<file path="config.mk">
export PLATFORM = sky130hd
export DESIGN_NAME = uart_word_tx
export DESIGN_NICKNAME = d
export VERILOG_FILES = /design/src/rtl/uart_word_tx.sv
export SDC_FILE = /design/constraint.sdc
export NUM_CORES = 1
export LEC_CHECK = 0
export CORE_MARGIN = 2
export CORE_UTILIZATION = 53
export DETAILED_ROUTE_END_ITERATION = 6
export HOLD_SLACK_MARGIN = 0.12
export PLACE_DENSITY = 0.79
export RECOVER_POWER = 50
export SETUP_SLACK_MARGIN = 0.5
export SLEW_MARGIN = 0
export SYNTH_ARGS = -nofsm -noshare
export SYNTH_HDL_FRONTEND = slang
export SYNTH_SLANG_ARGS = --single-unit
export TNS_END_PERCENT = 20
</file>
<file path="constraint.sdc">
create_clock -name i_clock -period 1.8 [get_ports i_clock]
set_input_delay 0.36 -clock i_clock [delete_from_list [all_inputs] [get_ports i_clock]]
set_output_delay 0.36 -clock i_clock [all_outputs]
set_load 0.05 [all_outputs]
</file>
<file path="src/rtl/uart_word_tx.sv">
// Word-to-byte serializer for the UART debug link: FIFO-buffered words sent LSB byte first.
// Optional trailing XOR checksum byte per word when UART_WORD_TX_CHECKSUM_EN is defined.
module uart_word_tx #(
    parameter int NB_WORD = 32,
    parameter int NB_BYTE = 8,
    parameter int DEPTH   = 4
) (
    input  logic                       i_clock,
    input  logic                       i_reset,
    input  logic [NB_WORD-1:0]         i_word,
    input  logic                       i_word_valid,
    output logic                       o_word_ready,
    output logic [NB_BYTE-1:0]         o_tx_data,
    output logic                       o_tx_start,
    input  logic                       i_tx_done_pulse,
    output logic                       o_busy,
    output logic [$clog2(DEPTH+1)-1:0] o_fifo_count
);

    localparam int NB_CNT  = $clog2(DEPTH + 1);
    localparam int NB_PTR  = $clog2(DEPTH);
    localparam int N_BYTES = NB_WORD / NB_BYTE;
    localparam int NB_BCNT = (N_BYTES > 1) ? $clog2(N_BYTES) : 1;

`ifdef UART_WORD_TX_CHECKSUM_EN
    typedef enum logic [1:0] {IDLE, SEND, WAIT, CHK} state_t;
`else
    typedef enum logic [1:0] {IDLE, SEND, WAIT} state_t;
`endif

    state_t               state, state_nxt;
    logic [NB_WORD-1:0]   mem [DEPTH];
    logic [NB_PTR-1:0]    wr_ptr, rd_ptr;
    logic [NB_CNT-1:0]    count;
    logic                 push, pop;
    logic [NB_WORD-1:0]   shift, shift_nxt;
    logic [NB_BCNT-1:0]   bcnt, bcnt_nxt;
    logic [NB_BYTE-1:0]   data_nxt;
    logic                 start_nxt;
`ifdef UART_WORD_TX_CHECKSUM_EN
    logic [NB_BYTE-1:0]   csum, csum_nxt;
    logic                 chk_sent, chk_sent_nxt;

    function automatic logic [NB_BYTE-1:0] xor_bytes(input logic [NB_WORD-1:0] w);
        logic [NB_BYTE-1:0] x;
        x = '0;
        for (int i = 0; i < N_BYTES; i++) x ^= w[i*NB_BYTE +: NB_BYTE];
        return x;
    endfunction
`endif

    // Ready comes from the registered count only, so a full FIFO refuses a push even while popping.
    assign o_word_ready = (count < NB_CNT'(DEPTH));
    assign push         = i_word_valid && o_word_ready;
    assign o_fifo_count = count;
    assign o_busy       = (state != IDLE) || (count != '0);

    // NOTE: storage has no reset; only pointers and count define what is valid.
    always_ff @(posedge i_clock) begin
        if (push) mem[wr_ptr] <= i_word;
    end

    // NOTE: sequential state uses non-blocking assignments so all registers update together.
    always_ff @(posedge i_clock or negedge i_reset) begin
        if (!i_reset) begin
            wr_ptr <= '0;
            rd_ptr <= '0;
            count  <= '0;
        end else begin
            if (push) wr_ptr <= wr_ptr + NB_PTR'(1);
            if (pop)  rd_ptr <= rd_ptr + NB_PTR'(1);
            case ({push, pop})
                2'b10:   count <= count + NB_CNT'(1);
                2'b01:   count <= count - NB_CNT'(1);
                default: count <= count;
            endcase
        end
    end

    always_ff @(posedge i_clock or negedge i_reset) begin
        if (!i_reset) begin
            state      <= IDLE;
            shift      <= '0;
            bcnt       <= '0;
            o_tx_data  <= '0;
            o_tx_start <= 1'b0;
`ifdef UART_WORD_TX_CHECKSUM_EN
            csum       <= '0;
            chk_sent   <= 1'b0;
`endif
        end else begin
            state      <= state_nxt;
            shift      <= shift_nxt;
            bcnt       <= bcnt_nxt;
            o_tx_data  <= data_nxt;
            o_tx_start <= start_nxt;
`ifdef UART_WORD_TX_CHECKSUM_EN
            csum       <= csum_nxt;
            chk_sent   <= chk_sent_nxt;
`endif
        end
    end

    // NOTE: every signal gets a default before the case so no path can infer a latch.
    always_comb begin
        state_nxt = state;
        shift_nxt = shift;
        bcnt_nxt  = bcnt;
        data_nxt  = o_tx_data;
        start_nxt = 1'b0;
        pop       = 1'b0;
`ifdef UART_WORD_TX_CHECKSUM_EN
        csum_nxt     = csum;
        chk_sent_nxt = chk_sent;
`endif
        case (state)
            IDLE: begin
                if (count != '0) begin
                    pop       = 1'b1;
                    shift_nxt = mem[rd_ptr];
                    bcnt_nxt  = NB_BCNT'(N_BYTES - 1);
`ifdef UART_WORD_TX_CHECKSUM_EN
                    csum_nxt     = xor_bytes(mem[rd_ptr]);
                    chk_sent_nxt = 1'b0;
`endif
                    state_nxt = SEND;
                end
            end
            SEND: begin
                data_nxt  = shift[NB_BYTE-1:0];
                start_nxt = 1'b1;
                state_nxt = WAIT;
            end
            WAIT: begin
                if (i_tx_done_pulse) begin
                    if (bcnt == '0) begin
`ifdef UART_WORD_TX_CHECKSUM_EN
                        state_nxt = chk_sent ? IDLE : CHK;
`else
                        state_nxt = IDLE;
`endif
                    end else begin
                        shift_nxt = shift >> NB_BYTE;
                        bcnt_nxt  = bcnt - NB_BCNT'(1);
                        state_nxt = SEND;
                    end
                end
            end
`ifdef UART_WORD_TX_CHECKSUM_EN
            CHK: begin
                data_nxt     = csum;
                start_nxt    = 1'b1;
                chk_sent_nxt = 1'b1;
                state_nxt    = WAIT;
            end
`endif
            default: state_nxt = IDLE;
        endcase
    end

endmodule
</file>
# --- After elaboration in Yosys (flattened, before gate mapping) ---
# Memories as Yosys holds them, arrays and structs flattened.
# Cells that the tools add are included.
totals:
  ff_bits: 52
  ram_bits: 128
  wordCells: 50
  memories: 1
mem_list:
  columns: ["memory", "depth", "width", "read_ports", "rd_clocked_by_memory_dff", "wr", "line", "text"]
  rows:
  - ["mem", 4, 32, 1, 0, 1, "32", "logic [NB_WORD-1:0] mem [DEPTH];"]
classes:
  add_sub_neg: 5
  magnitude_cmp: 1
  n_eq_ne: 7
  muxes: 18
  reduce_logical: 10
ops:
  columns: ["operator", "count"]
  rows:
  - ["32-bit two-way mux", 3]
  - ["32-bit case mux with 2 select lines", 1]
  - ["2-bit two-way mux", 5]
  - ["1-bit two-way mux", 6]
  - ["2-bit != test (second input constant)", 3]
  - ["2-bit case mux with 3 select lines", 1]
  - ["3-bit case mux with 2 select lines", 1]
  - ["2-bit nonzero test", 3]
  - ["2-bit by 1-bit adder with 2-bit output (second input constant)", 2]
  - ["2-bit by 1-bit == test with 1-bit output (second input constant)", 2]
  - ["2-bit == test (second input constant)", 2]
  - ["2-bit zero test", 2]
  - ["2-bit case mux with 2 select lines", 1]
  - ["4-bit AND reduction", 1]
  - ["3-bit by 1-bit adder with 3-bit output (second input constant)", 1]
  - ["3-bit less-than comparator (second input constant)", 1]
  - ["3-bit nonzero test", 1]
  - ["3-bit by 1-bit subtractor with 3-bit output (second input constant)", 1]
  - ["2-bit AND reduction", 1]
  - ["2-bit by 1-bit subtractor with 2-bit output (second input constant)", 1]
  - ["1-bit logical AND", 1]
  - ["1-bit logical OR", 1]

# --- Longest topological paths before layout ---
# Gate-level depths: netlist (run 1).
logic_depth:
  word_depth: 5
  ltp_mapped: 10
  mapped_depth_nobuf: 9

# --- Least setup slack after synthesis (run 1) ---
# Ideal clock, no wire load.
synth_timing:
  path_type: "flip-flop to flip-flop"
  startpoint: "reg count[0], in the netlist o_fifo_count[0]"
  endpoint: "reg count[2], in the netlist o_fifo_count[2]"
  setup_time_ns: 0.139
  arrival_time_ns: 2.102
  required_time_ns: 1.661
  setup_slack_ns: -0.441
  stages_incl_launch_ff: 11
  synth_period_minus_slack_ns: 2.241
  path_cell_list: "dfrtp_1 -> or3_1 -> buf_6 -> nand2_2 -> inv_1 -> ha_1 -> inv_1 -> fa_1 -> xor2_1 -> nor2_1 -> xnor2_1"
synth_between:
  elab_chain_len: 5
  elab_cells_between_ends: 11
synth_rtl:
  columns: ["item", "line", "text"]
  rows:
  - ["start, declared", "34", "logic [NB_CNT-1:0] count;"]
  - ["start signal, assigned", "73", "2'b10: count <= count + NB_CNT'(1);"]
  - ["start signal, assigned", "74", "2'b01: count <= count - NB_CNT'(1);"]
  - ["start signal, assigned", "75", "default: count <= count;"]
  - ["3-bit nonzero test (*)", "118", "if (count != '0) begin"]
  - ["1-bit two-way mux (*)", "118", null]
  - ["1-bit two-way mux (*)", "116", "case (state)"]
  - ["named net pop", "35", "logic push, pop;"]
  - ["2-bit by 1-bit == test with 1-bit output or 2-bit == test (tied branches)", "72", "case ({push, pop})"]
  - ["3-bit case mux with 2 select lines or 2-bit nonzero test (tied branches)", null, null]
# The timed path passes the listed nets; every way through them passes the cells marked *.
# A chain may end at the register's enable or synchronous reset.

# --- Worst setup path after layout (run 1) ---
layout_timing:
  startpoint: "reg count[0], in the netlist o_fifo_count[0]"
  endpoint: "out o_busy"
layout_between:
  elab_chain_len: 2
layout_rtl:
  columns: ["item", "line", "text"]
  rows:
  - ["3-bit nonzero test", "56", "assign o_busy = (state != IDLE) || (count != '0);"]
  - ["1-bit logical OR", "56", null]
  - ["end, declared", "16", "output logic o_busy,"]
# Every way passes these cells.

==> results by group, run 1 <==
Status
  • Outcome: finished with violations
  • Violated checks: setup timing

Placement
  • Placed instance area: 8095 µm²
  • IO Port Bufs: 49
  • DP HPWL: 8.584 mm
  • Gpl congestion: 0.8480

Final layout
  • Number of diodes: 0
  • Area Growth Syn to Fin: 29.36%
  • Final core area utilization: 70.01%
  • Nets: 545
  • Layout cells sized above 1: 34.17%
  • Final instance area: 9271 µm²

Die
  • I/O pin count: 50
  • # rows: 42
  • Core Box Area: 13240 µm²
  • Die Wd: 120.3 µm
  • Initial Utilization: 54.12%
  • Die area: 14470 µm²
  • Chip height: 120.3 µm

Pwr
  • Static leakage: 3.394 nW
  • Seq pwr share: 35.9%
  • Clock share of power: 20.4%
  • Switch share: 33.66%
  • NetSw: 5.682 mW
  • Internal power: 11.20 mW
  • Gate power share: 43.7%
  • Power Density: 1821 nW/µm²
  • Worst VDD drop: 1024 µV

GRT
  • First-pass GRT wire length: 22.64 mm
  • Initial antenna violation count: 0
  • Pin count of the biggest net entering global routing: 29
  • Grt total ovfl: 0
  • Vias in the first global route: 4291
  • Tot GR Track Use: 21.17%

Timing
  • Final setup fails: 9
  • Max Freq: 0.5347 GHz
  • RSZ-0062 raised after global routing: yes
  • Final clock skew: 7.806 ps
  • Clock period minus worst slack: 1870 ps
  • Relative slew slack: 37.34%
  • Hold slack: 524.3 ps
  • Final period util: 103.9%
  • Worst-Margin Slew: 939.9 ps
  • Final Max Slew Viols: 0
  • Final worst setup slack: -70.26 ps
  • Final Hold Vio Count: 0

Logic synthesis
  • Cells after Synth: 408
  • Async S/R FF share, synth: 28.89%
  • Top cells by area, synth: edfxtp_1, dfrtp_1, mux4_2
  • Net Count, Synth: 451
  • Yosys warns: 0
  • Leading area contributor after synthesis: edfxtp_1
  • Cell area after synthesis: 7167 µm²
  • Share of the synthesized area in the top cell type: 53.63%
  • Synth cell count leaders: edfxtp_1, dfrtp_1, nand2_1, a211oi_1, a31oi_1
  • Sequential area share after synthesis: 71.79%
  • #FFs+latches synth: 180
  • Most used DFF post-synth: edfxtp_1
  • Post-synth EDFFs: 128
  • Netlist cell types: 31
  • Top-count cell post-synth: edfxtp_1
  • Avg Cell Area, Syn: 17.57 µm²

Critical path
  • Crit end category: primary output
  • CP Launch Type: flop
  • Worst EP required: 1440 ps
  • Arr. time, crit path: 1510 ps
  • Crit path max fanout: 2
  • CP Class: reg2out

Job
  • Max Cap Viol: 0

Clocking
  • Root buffer cell: clkbuf_16
  • H-Tree Depth: 4
  • Clk buf depth: 2
  • CTS tree: built
  • Worst-skew pair later-pin latency: 420 ps
  • Clk sink count: 180
  • CTS Buf Count: 17
  • Clk slew on worst S/H paths: 60 ps

Drt
  • DR WL/cell: 20.85 µm
  • Routed vias: 3991
  • Vias per Instance: 5.776
  • Detail Route Antenna Nets: 0
  • Post-route DRC: 0
  • TritonRoute pass-1 iters: 4
  • Iter 0 DRT Violations: 367
  • Routed WL: 14.41 mm

Hold path
  • Worst hold path type: reg2reg
-- cell usage in the layout, fill, tap and decap left out, types with 2 or more instances in the layout --
cell type,instances
a211oi_1,13
a211oi_2,9
a211oi_4,3
a31oi_1,16
a31oi_2,4
a31oi_4,5
and2_4,4
buf_12,13
buf_16,2
buf_4,18
buf_6,24
buf_8,6
clkbuf_1,5
clkbuf_16,17
clkbuf_8,3
clkdlybuf4s50_1,2
clkinv_1,2
clkinv_2,4
clkinvlp_4,2
dfrtp_1,47
dfrtp_2,5
dlygate4sd3_1,33
edfxtp_1,128
ha_1,5
inv_1,9
mux2_2,8
mux2_4,8
mux4_1,8
mux4_2,24
nand2_1,50
nor2b_1,8
o21ai_0,2
xnor2_1,4
-- final cells by class --
type,count,area [µm²]
tap,176,220.2
clock buffer,22,474.2
sequential,180,5151
clock inverter,10,81.33
fill,819,3971
multi-input combinational,189,2091
timing repair buffer,103,1210
inverter,11,43.79
-- state kept, by name, summed over array words and instances (netlist names) --
signal / cells
mem: 128
shift: 32
o_tx_data: 8
o_fifo_count: 3
bcnt: 2
rd_ptr: 2
state: 2
wr_ptr: 2
o_tx_start: 1
-- logic make-up (layout without fill, tap and decap cells) --
kind of cell / Yosys count / in the layout / share of synthesized area (%)
compound gates: 54 / 54 / 5.150
buf+inv: 39 / 146 / 3.230
flops: 180 / 180 / 71.79
xor+xnor: 6 / 6 / 0.7332
simple gates: 73 / 73 / 4.644
mux: 49 / 49 / 13.13
fa+ha+maj: 7 / 7 / 1.327
-- critical path, stage by stage, from the launching register on --
cell	delay (ps)
dfrtp_2	400
or3_4	390
nand2b_4	150
buf_6	150
-- path summary, 6_finish.rpt --
check                      slack (ps)                        start  cells after the start                          end
setup / recovery                  -70  o_fifo_count[0]$_DFFE_PN0P_                      3                       o_busy
hold reg to reg                   520          bcnt[0]$_DFFE_PN0P_                      1          bcnt[0]$_DFFE_PN0P_
hold / removal                    520          bcnt[0]$_DFFE_PN0P_                      1          bcnt[0]$_DFFE_PN0P_
min in group asynchronous         610                      i_reset                      2         shift[0]$_DFFE_PN0P_
max in group asynchronous         170                      i_reset                      3        shift[26]$_DFFE_PN0P_
setup reg to reg                  -60  o_fifo_count[0]$_DFFE_PN0P_                      8  o_fifo_count[1]$_DFFE_PN0P_
-- what timing repair did --
item / in CTS / in global routing
resized for setup: 67 / 30
endpoints found under the setup margin: 190 / 190
pin swaps: 12 / 7
endpoints found under the hold margin: 15 / 0
gates cloned: 5 / 0
buffers inserted: 7 / 3
hold buffers: 1 / 0
-- power groups by stage --
stage                     combinational (mW)  sequential, mW  clock (mW)
after global placement                  5.46            5.98           0
after floorplan                         3.66            6.38           0
after global routing                    7.83            6.15        3.69
after CTS                               6.74            6.01        3.49
final                                   7.38            6.07        3.44
after detailed placement                5.59            6.05           0
-- metal layers --
layer	global-route usage, %	up-vias	wire length, µm
met3	5.755	27	782
met5	0	-	0
met1	26.46	2042	5688
met4	9.157	0	412
li1	-	1767	-
met2	35.09	155	7524
-- through the flow --
step                      TNS, ps  setup WS, ps  std cells  total power [mW]
after detailed placement   -16130        -258.9        643             11.64
after CTS                  -325.6        -89.63        688             16.24
after floorplan            -618.9        -223.1        408             10.04
after global routing        -2279        -151.3        691             17.67
after global placement      -9811        -187.2        643             11.45
final                      -300.5        -70.26        691             16.88
(Power assumes the default switching activity.)
==> run 2, diff against run 1 <==
--- a/config.mk
+++ b/config.mk
@@ -8,6 +8,7 @@
 export CORE_MARGIN = 2
 export CORE_UTILIZATION = 53
 export DETAILED_ROUTE_END_ITERATION = 6
+export GPL_TIMING_DRIVEN = 0
 export HOLD_SLACK_MARGIN = 0.12
 export PLACE_DENSITY = 0.79
 export RECOVER_POWER = 50
==> results by group, run 2 (synthesis results as in run 1) <==
Status
  • Outcome: finished with violations
  • Violated checks: setup timing

Final layout
  • Final instance area: 9181 µm²
  • Number of diodes: 0
  • Commonest cells after routing, fill and taps aside: edfxtp_1, nand2_1, dfrtp_1
  • Layout cells sized above 1: 35.12%
  • Nets: 551
  • Area Growth Syn to Fin: 28.11%
  • Final core area utilization: 69.33%
  • Largest register FFs: 128
  • Biggest regs: mem (128), shift (32), o_tx_data (8)
  • Largest reg by FF count: mem
  • Most common cell after layout, fill and taps aside: edfxtp_1
  • Non-filler instance count after layout: 697

Critical path
  • Crit path max fanout: 2
  • Reg-to-Reg End: o_fifo_count[1]$_DFFE_PN0P_
  • CP Class: reg2out
  • Worst path max stage delay: 420 ps
  • Bufs and invs on worst path: 3
  • Cells along the critical path: or3_4 > buf_8 > buf_6 > nand2b_4 > buf_8
  • Slowest CP cell: or3_4
  • CP Launch Type: flop
  • Crit end category: primary output
  • Flop-to-flop setup slack: -260 ps
  • Crit path depth: 5
  • Worst path top cell family by delay: simple AND/OR/NAND/NOR gates
  • Most frequent CP cell: buf_8
  • Worst Setup SP: o_fifo_count[0]$_DFFE_PN0P_
  • Worst R2R Path Depth: 9
  • Worst setup path end: o_busy
  • FF-to-FF Start: o_fifo_count[0]$_DFFE_PN0P_
  • Arr. time, crit path: 1780 ps
  • Worst EP required: 1440 ps

Placement
  • Placed cell count: 634
  • IO Port Bufs: 49
  • DP HPWL: 8.234 mm
  • Gpl congestion: 0.8711
  • Post-place setup slack: -607.0 ps
  • Placed instance area: 7940 µm²

Drt
  • DR WL/cell: 22.31 µm
  • TritonRoute pass-1 iters: 5
  • Post-route DRC: 0
  • Iter 0 DRT Violations: 383
  • Detail Route Antenna Nets: 0
  • Routed vias: 4069
  • Routed WL: 15.55 mm
  • Vias per Instance: 5.838

Clocking
  • Root buffer cell: clkbuf_16
  • Clk sink count: 180
  • Clk buf depth: 2
  • Clk slew on worst S/H paths: 60 ps
  • H-Tree Depth: 4
  • CTS Buf Count: 17
  • Worst-skew pair later-pin latency: 430 ps
  • CTS tree: built

Job
  • Max Cap Viol: 0

Timing
  • Final clock skew: 6.778 ps
  • Relative slew slack: 17.09%
  • RSZ-0062 raised after global routing: yes
  • Final setup fails: 11
  • Final Hold Vio Count: 0
  • Clock period minus worst slack: 2138 ps
  • Final period util: 118.8%
  • Final worst setup slack: -338.3 ps
  • Max Freq: 0.4677 GHz
  • Final Max Slew Viols: 0
  • Worst-Margin Slew: 1244 ps

Pwr
  • Internal power: 11.25 mW
  • NetSw: 5.728 mW
  • Worst VDD drop: 889.4 µV
  • Switch share: 33.74%
  • Seq pwr share: 35.6%
  • Power Density: 1849 nW/µm²
  • Total design power: 16.97 mW
  • Gate power share: 41.1%
  • Clock share of power: 23.3%
  • Static leakage: 3.365 nW

GRT
  • Tot GR Track Use: 21.49%
  • Vias in the first global route: 4213
  • Global routing's busiest layer: met2
  • M2 GR Usage: 37.64%
  • Met1 Track Usage GR: 26.91%
  • Grt total ovfl: 0
  • Initial antenna violation count: 0
  • First-pass GRT wire length: 22.71 mm
  • Routing usage on met3: 3.962%
  • Pin count of the biggest net entering global routing: 33

Die
  • Die area: 14470 µm²
  • Chip height: 120.3 µm
  • # rows: 42
  • Core Box Area: 13240 µm²
  • Die Wd: 120.3 µm
  • Initial Utilization: 54.12%
  • I/O pin count: 50

Hold path
  • Worst hold path type: reg2reg
[run 2: cell types whose count changed in the layout (fill, tap and decap cells not counted), sizes merged]
| cell | delta |
|---|---|
| and2 | +5 |
| buf | -5 |
| bufbuf | -1 |
| bufinv | +1 |
| clkbuf | +8 |
| clkinv | -2 |
| clkinvlp | -1 |
| inv | +1 |
[run 2: per-stage QoR]
step,setup TNS [ps],hold WS (ps)
final,-1315,517.1
after global routing,-2939,550.1
after CTS,-930.4,456.5
after detailed placement,-65390,361.9
after global placement,-117950,478.7
after floorplan,-618.9,64.41
[run 2: worst reg2reg max path, delay by kind of cell, from the launching register on]
| kind | cells | cell delay, ps |
|---|---|---|
| multiplexers | 1 | 140 |
| flip-flops | 1 | 400 |
| buffers and inverters | 4 | 370 |
| adder cells (fa/ha/maj) | 2 | 580 |
| AND/OR/NAND/NOR | 2 | 500 |
[run 2: how the worst min path moves through the flow]
stage	to	depth (start not counted)	from
6_report	o_tx_data[6]$_DFFE_PN0P_	1	shift[6]$_DFFE_PN0P_
5_1_grt	o_tx_data[4]$_DFFE_PN0P_	1	o_tx_data[4]$_DFFE_PN0P_
4_1_cts	o_tx_data[6]$_DFFE_PN0P_	2	i_reset
3_5_place_dp	o_tx_data[6]$_DFFE_PN0P_	1	i_reset
3_3_place_gp	o_fifo_count[0]$_DFFE_PN0P_	1	o_fifo_count[0]$_DFFE_PN0P_
2_1_floorplan	bcnt[0]$_DFFE_PN0P_	0	i_reset
[run 2: power groups by stage]
stage | clock network [mW] | registers (mW) | logic (mW)
after floorplan | 0 | 6.38 | 3.66
after global placement | 0 | 6.00 | 5.33
after detailed placement | 0 | 6.05 | 5.56
after CTS | 3.98 | 6.01 | 6.20
after global routing | 4.18 | 6.12 | 7.42
final | 3.96 | 6.04 | 6.97
[run 2: cell type report]
class | count | area, µm²
buffer | 28 | 274.0
clock buffer | 23 | 541.8
clock inverter | 9 | 108.9
fill | 840 | 4061
inverter | 11 | 46.29
multi-input combinational | 194 | 1969
sequential | 180 | 5149
tap | 176 | 220.2
timing repair buffer | 76 | 872.1
[run 2: per-layer routing]
metal  vias to the layer above  part of all wire, %
met2                       154                   53
met4                         0                  2.3
met3                        31                  4.5
met5                         -                    0
met1                      2106                   40
li1                       1778                    -
[run 2: repair_timing]
action	in CTS	in global routing
pin swaps	10	14
setup endpoints to repair	183	191
gates cloned	3	3
setup buffers	8	16
endpoints found under the hold margin	21	0
gates resized for setup	144	45
hold buffers	1	0
